<file path="config.mk">
export PLATFORM = sky130hd
export DESIGN_NAME = multicycle_ctrl
export DESIGN_NICKNAME = d
export VERILOG_FILES = /design/src/rtl/multicycle_ctrl.sv
export SDC_FILE = /design/constraint.sdc
export NUM_CORES = 1
export LEC_CHECK = 0
export CAP_MARGIN = 20
export CORE_UTILIZATION = 54
export DETAILED_ROUTE_END_ITERATION = 6
export PLACE_DENSITY_LB_ADDON = 0.05
export SYNTH_ARGS = -nofsm -noshare
export SYNTH_HDL_FRONTEND = slang
export SYNTH_SLANG_ARGS = --single-unit
</file>
<file path="constraint.sdc">
create_clock -name i_clk -period 5.63 [get_ports i_clk]
set_input_delay 0.8445 -clock i_clk [delete_from_list [all_inputs] [get_ports i_clk]]
set_output_delay 0.8445 -clock i_clk [all_outputs]
set_load 0.005 [all_outputs]
</file>
<file path="src/rtl/multicycle_ctrl.sv">
// multicycle_ctrl: multi-cycle control FSM for the RV32I subset core.
// Sequences FETCH/DECODE/EXEC/MEM/WB over a shared memory port and drives
// the datapath muxes and strobes. It also keeps a retired-instruction counter
// and a memory watchdog that halts the core when an ack never arrives.
//
// Ports:
//   i_clk, i_rst                  clock, async active-high reset
//   i_opcode                      inst[6:0] from the instruction register
//   i_br_taken                    branch comparator result (used in EXEC)
//   i_mem_ack                     memory completion / read data valid
//   o_mem_req/o_mem_we/o_addr_sel memory handshake and address mux
//   o_ir_we                       instruction register load
//   o_imm_sel                     immediate select (registered in DECODE)
//   o_alu_a_sel/o_alu_b_sel       ALU operand muxes
//   o_rd_wren/o_wb_sel            register-file write and writeback source
//   o_pc_we/o_pc_sel              PC update strobe and next-PC select
//   o_illegal/o_bus_err           one-cycle error pulses
//   o_halted                      sticky halt after a bus error
//   o_instret                     retired-instruction count
module multicycle_ctrl #(
   parameter int unsigned MEM_TIMEOUT = 16,
   parameter int unsigned CNT_W       = 32
) (
   input  logic             i_clk,
   input  logic             i_rst,
   input  logic [6:0]       i_opcode,
   input  logic             i_br_taken,
   input  logic             i_mem_ack,
   output logic             o_mem_req,
   output logic             o_mem_we,
   output logic             o_addr_sel,
   output logic             o_ir_we,
   output logic [1:0]       o_imm_sel,
   output logic             o_alu_a_sel,
   output logic             o_alu_b_sel,
   output logic             o_rd_wren,
   output logic             o_wb_sel,
   output logic             o_pc_we,
   output logic             o_pc_sel,
   output logic             o_illegal,
   output logic             o_bus_err,
   output logic             o_halted,
   output logic [CNT_W-1:0] o_instret
);

   localparam int unsigned WD_W = 8;
   localparam logic [WD_W-1:0] WD_LAST = WD_W'(MEM_TIMEOUT - 1);

   localparam logic [6:0] OPC_OP     = 7'b0110011;
   localparam logic [6:0] OPC_OPIMM  = 7'b0010011;
   localparam logic [6:0] OPC_LOAD   = 7'b0000011;
   localparam logic [6:0] OPC_STORE  = 7'b0100011;
   localparam logic [6:0] OPC_BRANCH = 7'b1100011;

   typedef enum logic [2:0] {
      S_FETCH, S_DECODE, S_EXEC, S_MEM, S_WB, S_HALT
   } state_t;

   typedef enum logic [2:0] {
      C_OP, C_OPIMM, C_LOAD, C_STORE, C_BRANCH
   } cls_t;

   state_t          state_q, state_d;
   cls_t            cls_q, cls_c;
   logic            legal_c;
   logic [1:0]      imm_c;
   logic [1:0]      imm_sel_q;
   logic [WD_W-1:0] wd_q;
   logic [CNT_W-1:0] instret_q;

   logic mem_req, mem_we, addr_sel, ir_we, alu_a, alu_b, rd_wren, wb_sel;
   logic pc_we, pc_sel, illegal, bus_err;

   // Opcode classification and immediate format
   always_comb begin
      cls_c   = C_OP;
      legal_c = 1'b1;
      imm_c   = 2'b00;
      case (i_opcode)
         OPC_OP:     cls_c = C_OP;
         OPC_OPIMM:  cls_c = C_OPIMM;
         OPC_LOAD:   cls_c = C_LOAD;
         OPC_STORE:  begin cls_c = C_STORE;  imm_c = 2'b01; end
         OPC_BRANCH: begin cls_c = C_BRANCH; imm_c = 2'b10; end
         default:    legal_c = 1'b0;
      endcase
   end

   // State, decoded class, immediate select, watchdog and retire counter
   always_ff @(posedge i_clk or posedge i_rst) begin
      if (i_rst) begin
         state_q   <= S_FETCH;
         cls_q     <= C_OP;
         imm_sel_q <= 2'b00;
         wd_q      <= '0;
         instret_q <= '0;
      end else begin
         state_q <= state_d;
         if (state_q == S_DECODE) begin
            cls_q     <= cls_c;
            imm_sel_q <= imm_c;
         end
         // Watchdog restarts on every state change (entry to FETCH/MEM) and on ack
         if (state_d != state_q || i_mem_ack)
            wd_q <= '0;
         else if (mem_req)
            wd_q <= wd_q + WD_W'(1);
         if (pc_we && !illegal)
            instret_q <= instret_q + CNT_W'(1);
      end
   end

   // Next state and datapath controls
   always_comb begin
      state_d  = state_q;
      mem_req  = 1'b0;
      mem_we   = 1'b0;
      addr_sel = 1'b0;
      ir_we    = 1'b0;
      alu_a    = 1'b0;
      alu_b    = 1'b0;
      rd_wren  = 1'b0;
      wb_sel   = 1'b0;
      pc_we    = 1'b0;
      pc_sel   = 1'b0;
      illegal  = 1'b0;
      bus_err  = 1'b0;
      case (state_q)
         S_FETCH: begin
            mem_req = 1'b1;
            if (i_mem_ack) begin
               ir_we   = 1'b1;
               state_d = S_DECODE;
            end else if (wd_q == WD_LAST) begin
               bus_err = 1'b1;
               state_d = S_HALT;
            end
         end
         S_DECODE: begin
            if (!legal_c) begin
               illegal = 1'b1;
               pc_we   = 1'b1;
               state_d = S_FETCH;
            end else begin
               state_d = S_EXEC;
            end
         end
         S_EXEC: begin
            case (cls_q)
               C_OP:    state_d = S_WB;
               C_OPIMM: begin alu_b = 1'b1; state_d = S_WB; end
               C_LOAD, C_STORE: begin alu_b = 1'b1; state_d = S_MEM; end
               C_BRANCH: begin
                  alu_a   = 1'b1;
                  alu_b   = 1'b1;
                  pc_we   = 1'b1;
                  pc_sel  = i_br_taken;
                  state_d = S_FETCH;
               end
               default: state_d = S_FETCH;
            endcase
         end
         S_MEM: begin
            mem_req  = 1'b1;
            addr_sel = 1'b1;
            mem_we   = (cls_q == C_STORE);
            if (i_mem_ack) begin
               if (cls_q == C_STORE) begin
                  pc_we   = 1'b1;
                  state_d = S_FETCH;
               end else begin
                  state_d = S_WB;
               end
            end else if (wd_q == WD_LAST) begin
               bus_err = 1'b1;
               state_d = S_HALT;
            end
         end
         S_WB: begin
            rd_wren = 1'b1;
            wb_sel  = (cls_q == C_LOAD);
            pc_we   = 1'b1;
            state_d = S_FETCH;
         end
         S_HALT:  state_d = S_HALT;
         default: state_d = S_FETCH;
      endcase
   end

   // Strobes are forced low while reset is held so FETCH cannot request during reset
   assign o_mem_req   = mem_req  & ~i_rst;
   assign o_mem_we    = mem_we   & ~i_rst;
   assign o_addr_sel  = addr_sel & ~i_rst;
   assign o_ir_we     = ir_we    & ~i_rst;
   assign o_alu_a_sel = alu_a    & ~i_rst;
   assign o_alu_b_sel = alu_b    & ~i_rst;
   assign o_rd_wren   = rd_wren  & ~i_rst;
   assign o_wb_sel    = wb_sel   & ~i_rst;
   assign o_pc_we     = pc_we    & ~i_rst;
   assign o_pc_sel    = pc_sel   & ~i_rst;
   assign o_illegal   = illegal  & ~i_rst;
   assign o_bus_err   = bus_err  & ~i_rst;
   assign o_imm_sel   = imm_sel_q;
   assign o_halted    = (state_q == S_HALT);
   assign o_instret   = instret_q;

endmodule

</file>
# After elaboration in Yosys (flattened, before gate mapping)

Index checks and enable logic that the tools add are counted.

Register bits: 48
Input bits: 11
Output and inout bits: 47

Equality and inequality tests: 16
Reductions and logical operators: 11
Bitwise gates (word level): 13
Multiplexer cells: 33
Add/sub/neg operators: 2

Operators by type and width:

| cell                    | count |
|---|---|
| $add A32 B1 Y32 const B | 1 |
| $mux W1                 | 21 |
| $mux W8                 | 2 |
| $pmux W3 S5             | 1 |
| $eq A7 B6 Y1 const B    | 2 |
| $and A1 B1 Y1           | 12 |
| $eq A3 B2 Y1 const B    | 4 |
| $mux W3                 | 4 |
| $pmux W3 S4             | 1 |
| $eq A3 B3 Y1 const B    | 3 |
| $add A8 B1 Y8 const B   | 1 |
| $eq A8 B4 Y1 const B    | 1 |
| $eq A7 B2 Y1 const B    | 1 |
| $eq A7 B5 Y1 const B    | 1 |
| $eq A7 B7 Y1 const B    | 1 |
| $eq A3 B1 Y1 const B    | 2 |
| $logic_not A3 Y1        | 2 |
| $pmux W3 S2             | 1 |
| $reduce_or A2 Y1        | 3 |
| $reduce_or A5 Y1        | 1 |
| $pmux W1 S4             | 1 |
| $pmux W2 S2             | 1 |
| $reduce_or A4 Y1        | 1 |
| $ne A3 B3 Y1            | 1 |
| 6 further kinds         | 6 |

# Logic depth before layout (Yosys ltp)

Depth after elaboration: 8
Gate-level depth with buffers: 7
Depth with buffers taken out: 6

# Worst setup path after synthesis

No wires, ideal clock.

Kind: input port to output port
Start: input i_mem_ack
End: output o_pc_we
Stages: 4
Data required time: 4.786 ns
Setup slack: 3.151 ns
Arrival: 1.634 ns
Cells stage by stage: nand4b_1 -> o22ai_1 -> nor2_1 -> a21oi_1

Word-level cells in the longest chain between the ends: 3

Ends and longest elaborated chain:

| item          | RTL line | text |
|---|---|---|
| from (decl)   | 28       | `input logic i_mem_ack,` |
| $mux W1       | 167      | `if (i_mem_ack) begin` |
| $pmux W1 S4   | 128      | `case (state_q)` |
| $and A1 B1 Y1 | 199      | `assign o_pc_we = pc_we & ~i_rst;` |
| to (decl)     | 38       | `output logic o_pc_we,` |

No other way between the ends.

# Worst setup path in the final report

Ends and elaborated chain as after synthesis.

==> out/results.txt <==
outcome = complete, but fails checks
violated checks = DRC
count leader, synth = dfrtp_1
Detailed Routing Iterations Pass 1 = 6
post-cts resize count = 0
#FFs+latches synth = 48
fin crit share = 66.8%
nets@finish = 330
most numerous cell on the critical path = clkdlybuf4s50_1
Register Area = 1200 µm²
Max Clock Skew = 6.15 ps
Post-synth EDFFs = 0
via count = 2,086
Worst-path clk slew = 80 ps
final instance area = 3260 µm²
Max Buffers Root-to-Sink = 2
clk root buf = clkbuf_8
Buf/Inv on CP = 2
DR WL/cell = 14.2 µm
sequential cell area fraction in the yosys report = 46.4%
Worst VDD drop = 0.147 mV
CP max-delay cell = clkdlybuf4s50_1
RSZ-0062 raised after global routing = false
asr flop ratio synth = 100%
Slew headroom = 44.5%
total routed wirelength = 5230 µm
placed inst area = 3160 µm²
Die Y = 71.2 µm
area added between synthesis and finish = 25.9%
Fill cells = 345
Placed Cells = 361
mapped cell area = 2590 µm²
Mean Syn Cell Area = 9.95 µm²
1st-iter DRT viols = 96
post-route setup TNS = 0 ps
final hold viol count = 0
initial antenna violation count = 0
CTS buffer count = 5
All-Layer GR Usage = 22.5%
DP Wirelength = 3690 µm
pwr/cell area = 204 nW/µm²
Die W = 71.2 µm
CP delay by family, top = buffers and inverters
CP Data Required Time = 4790 ps
Crit Path Max Fanout = 7
fin cells = 369
hold buffer count at CTS = 0
area of the multi-input gates = 1280 µm²
vias in the first global route = 1,954
detailed-route DRC error count = 2
Final Hold Slack = 465 ps
critical path's largest stage delay = 580 ps
top post-synthesis cells by count = dfrtp_1, nor2_1, nand2_1
gp weighted congestion = 0.812
Slew Viols, Final = 0
crit path kind = primary input to output pin
Area contributors post-synth = dfrtp_1, xor2_1, xnor2_1
DRT antenna net count = 0
Core Rows = 24
final setup violation count = 0
CP arrival = 2910 ps
Total Die Area = 5070 µm²
crit path launch type = primary input
syn nets = 273
MaxCap Viol Count = 0
largest net degree at the start of global routing = 49
Hold WC Path Type = flip-flop to flip-flop
Synth area leader = dfrtp_1
worst-margin pin slew = 832 ps
H-Tree Depth = 2
Avg Vias per Cell = 5.65
CP cell instances = clkdlybuf4s50_1 -> nand4b_1 -> o22ai_1 -> nor2_1 -> a21oi_1 -> clkdlybuf4s50_1
global-route wire length before repair = 9070 µm
boundary pin count = 58
Initial Util = 57.8%
core area = 4470 µm²
leakage power = 0.00139 µW
Clock Latency Late Sink = 300 ps
min Tclk post-route = 3760 ps
CTS tree = done
Synth top area share = 46.4%
Synth cell types = 44
FMAX = 0.266 GHz
Yosys Warn Count = 0
post-CTS setup buffer count = 0
IO Port Bufs = 57
dominant synthesized flop cell = dfrtp_1
ant diodes = 0
grt ovf = 0
Syn Inst Count = 260
Clock Sinks = 48
critical path capture point type = output pin
Final Power = 664 µW
share of layout cells above drive strength 1 = 8.83%
## report_power, final
group	internal, µW	switching (µW)	total (µW)
sequential	358	28.9	387
clock	84.6	108	193
combinational	47.5	37.4	84.9
total	490	175	664
## final cells by class
class / count / area share, %
Clock inverter: 1 / 0.154
Inverter: 11 / 1.27
Clock buffer: 6 / 2.23
Timing Repair Buffer: 58 / 18.1
Sequential cell: 48 / 36.9
Tap cell: 52 / 2.00
Multi-Input combinational cell: 193 / 39.3
## sequential cells by signal (all words and copies together), names as in the netlist
| name | count |
|---|---|
| state_q | 3 |
| cls_q | 3 |
| o_imm_sel | 2 |
| wd_q | 8 |
| o_instret | 32 |
## layer usage
layer  vias up  wire length (µm)  share of wire, %  track usage, %
met3         5               187               3.6            4.50
met5         -                 0                 0               0
met1      1012              2490                48            30.7
met2        45              2500                48            37.0
met4         0                45              0.86            5.56
li1       1024                 -                 -               -
## metrics by stage
| stage | setup slack (ps) | utilization (%) |
|---|---|---|
| finish | 1870 | 72.8 |
| CTS | 1900 | 72.3 |
| global placement | 1930 | 70.6 |
| floorplan | 3150 | - |
| global route | 1700 | 72.8 |
| detailed placement | 1910 | 70.6 |
## worst paths after layout
path / from / end / slack [ps] / depth (start not counted)
max in group asynchronous: i_rst / wd_q[2] / 4200 / 3
min in group asynchronous: i_rst / state_q[1] / 980 / 2
hold reg to reg: o_instret[31] / o_instret[31] / 470 / 1
setup / recovery: i_mem_ack / o_pc_we / 1870 / 6
setup reg to reg: state_q[0] / o_instret[22] / 3310 / 5
hold / removal: o_instret[31] / o_instret[31] / 470 / 1
## cell usage in the layout, fill, tap and decap left out, drive strengths merged, types with 2 or more instances in the layout
| master | n |
|---|---|
| nor4 | 7 |
| nand3b | 2 |
| a22o | 3 |
| or2 | 4 |
| o22ai | 2 |
| inv | 11 |
| ha | 2 |
| xor2 | 22 |
| and3 | 3 |
| clkbuf | 6 |
| xnor2 | 18 |
| nand2b | 2 |
| and2 | 2 |
| nor3b | 2 |
| nand2 | 24 |
| or3 | 2 |
| nor2b | 2 |
| nor2 | 25 |
| nand3 | 14 |
| nor3 | 22 |
| clkdlybuf4s50 | 57 |
| nand4 | 11 |
| dfrtp | 48 |
| a21oi | 7 |
| o21bai | 2 |
| o21ai | 4 |
## logic make-up (layout without fill, tap and decap cells)
family	Yosys count	after routing	synth area share (%)
buf+inv	19	76	4.06
compound gates	25	25	7.30
fa+ha+maj	2	2	0.967
flops	48	48	46.4
simple gates	126	126	27.7
xor+xnor	40	40	13.5
(Power assumes the default switching activity.)
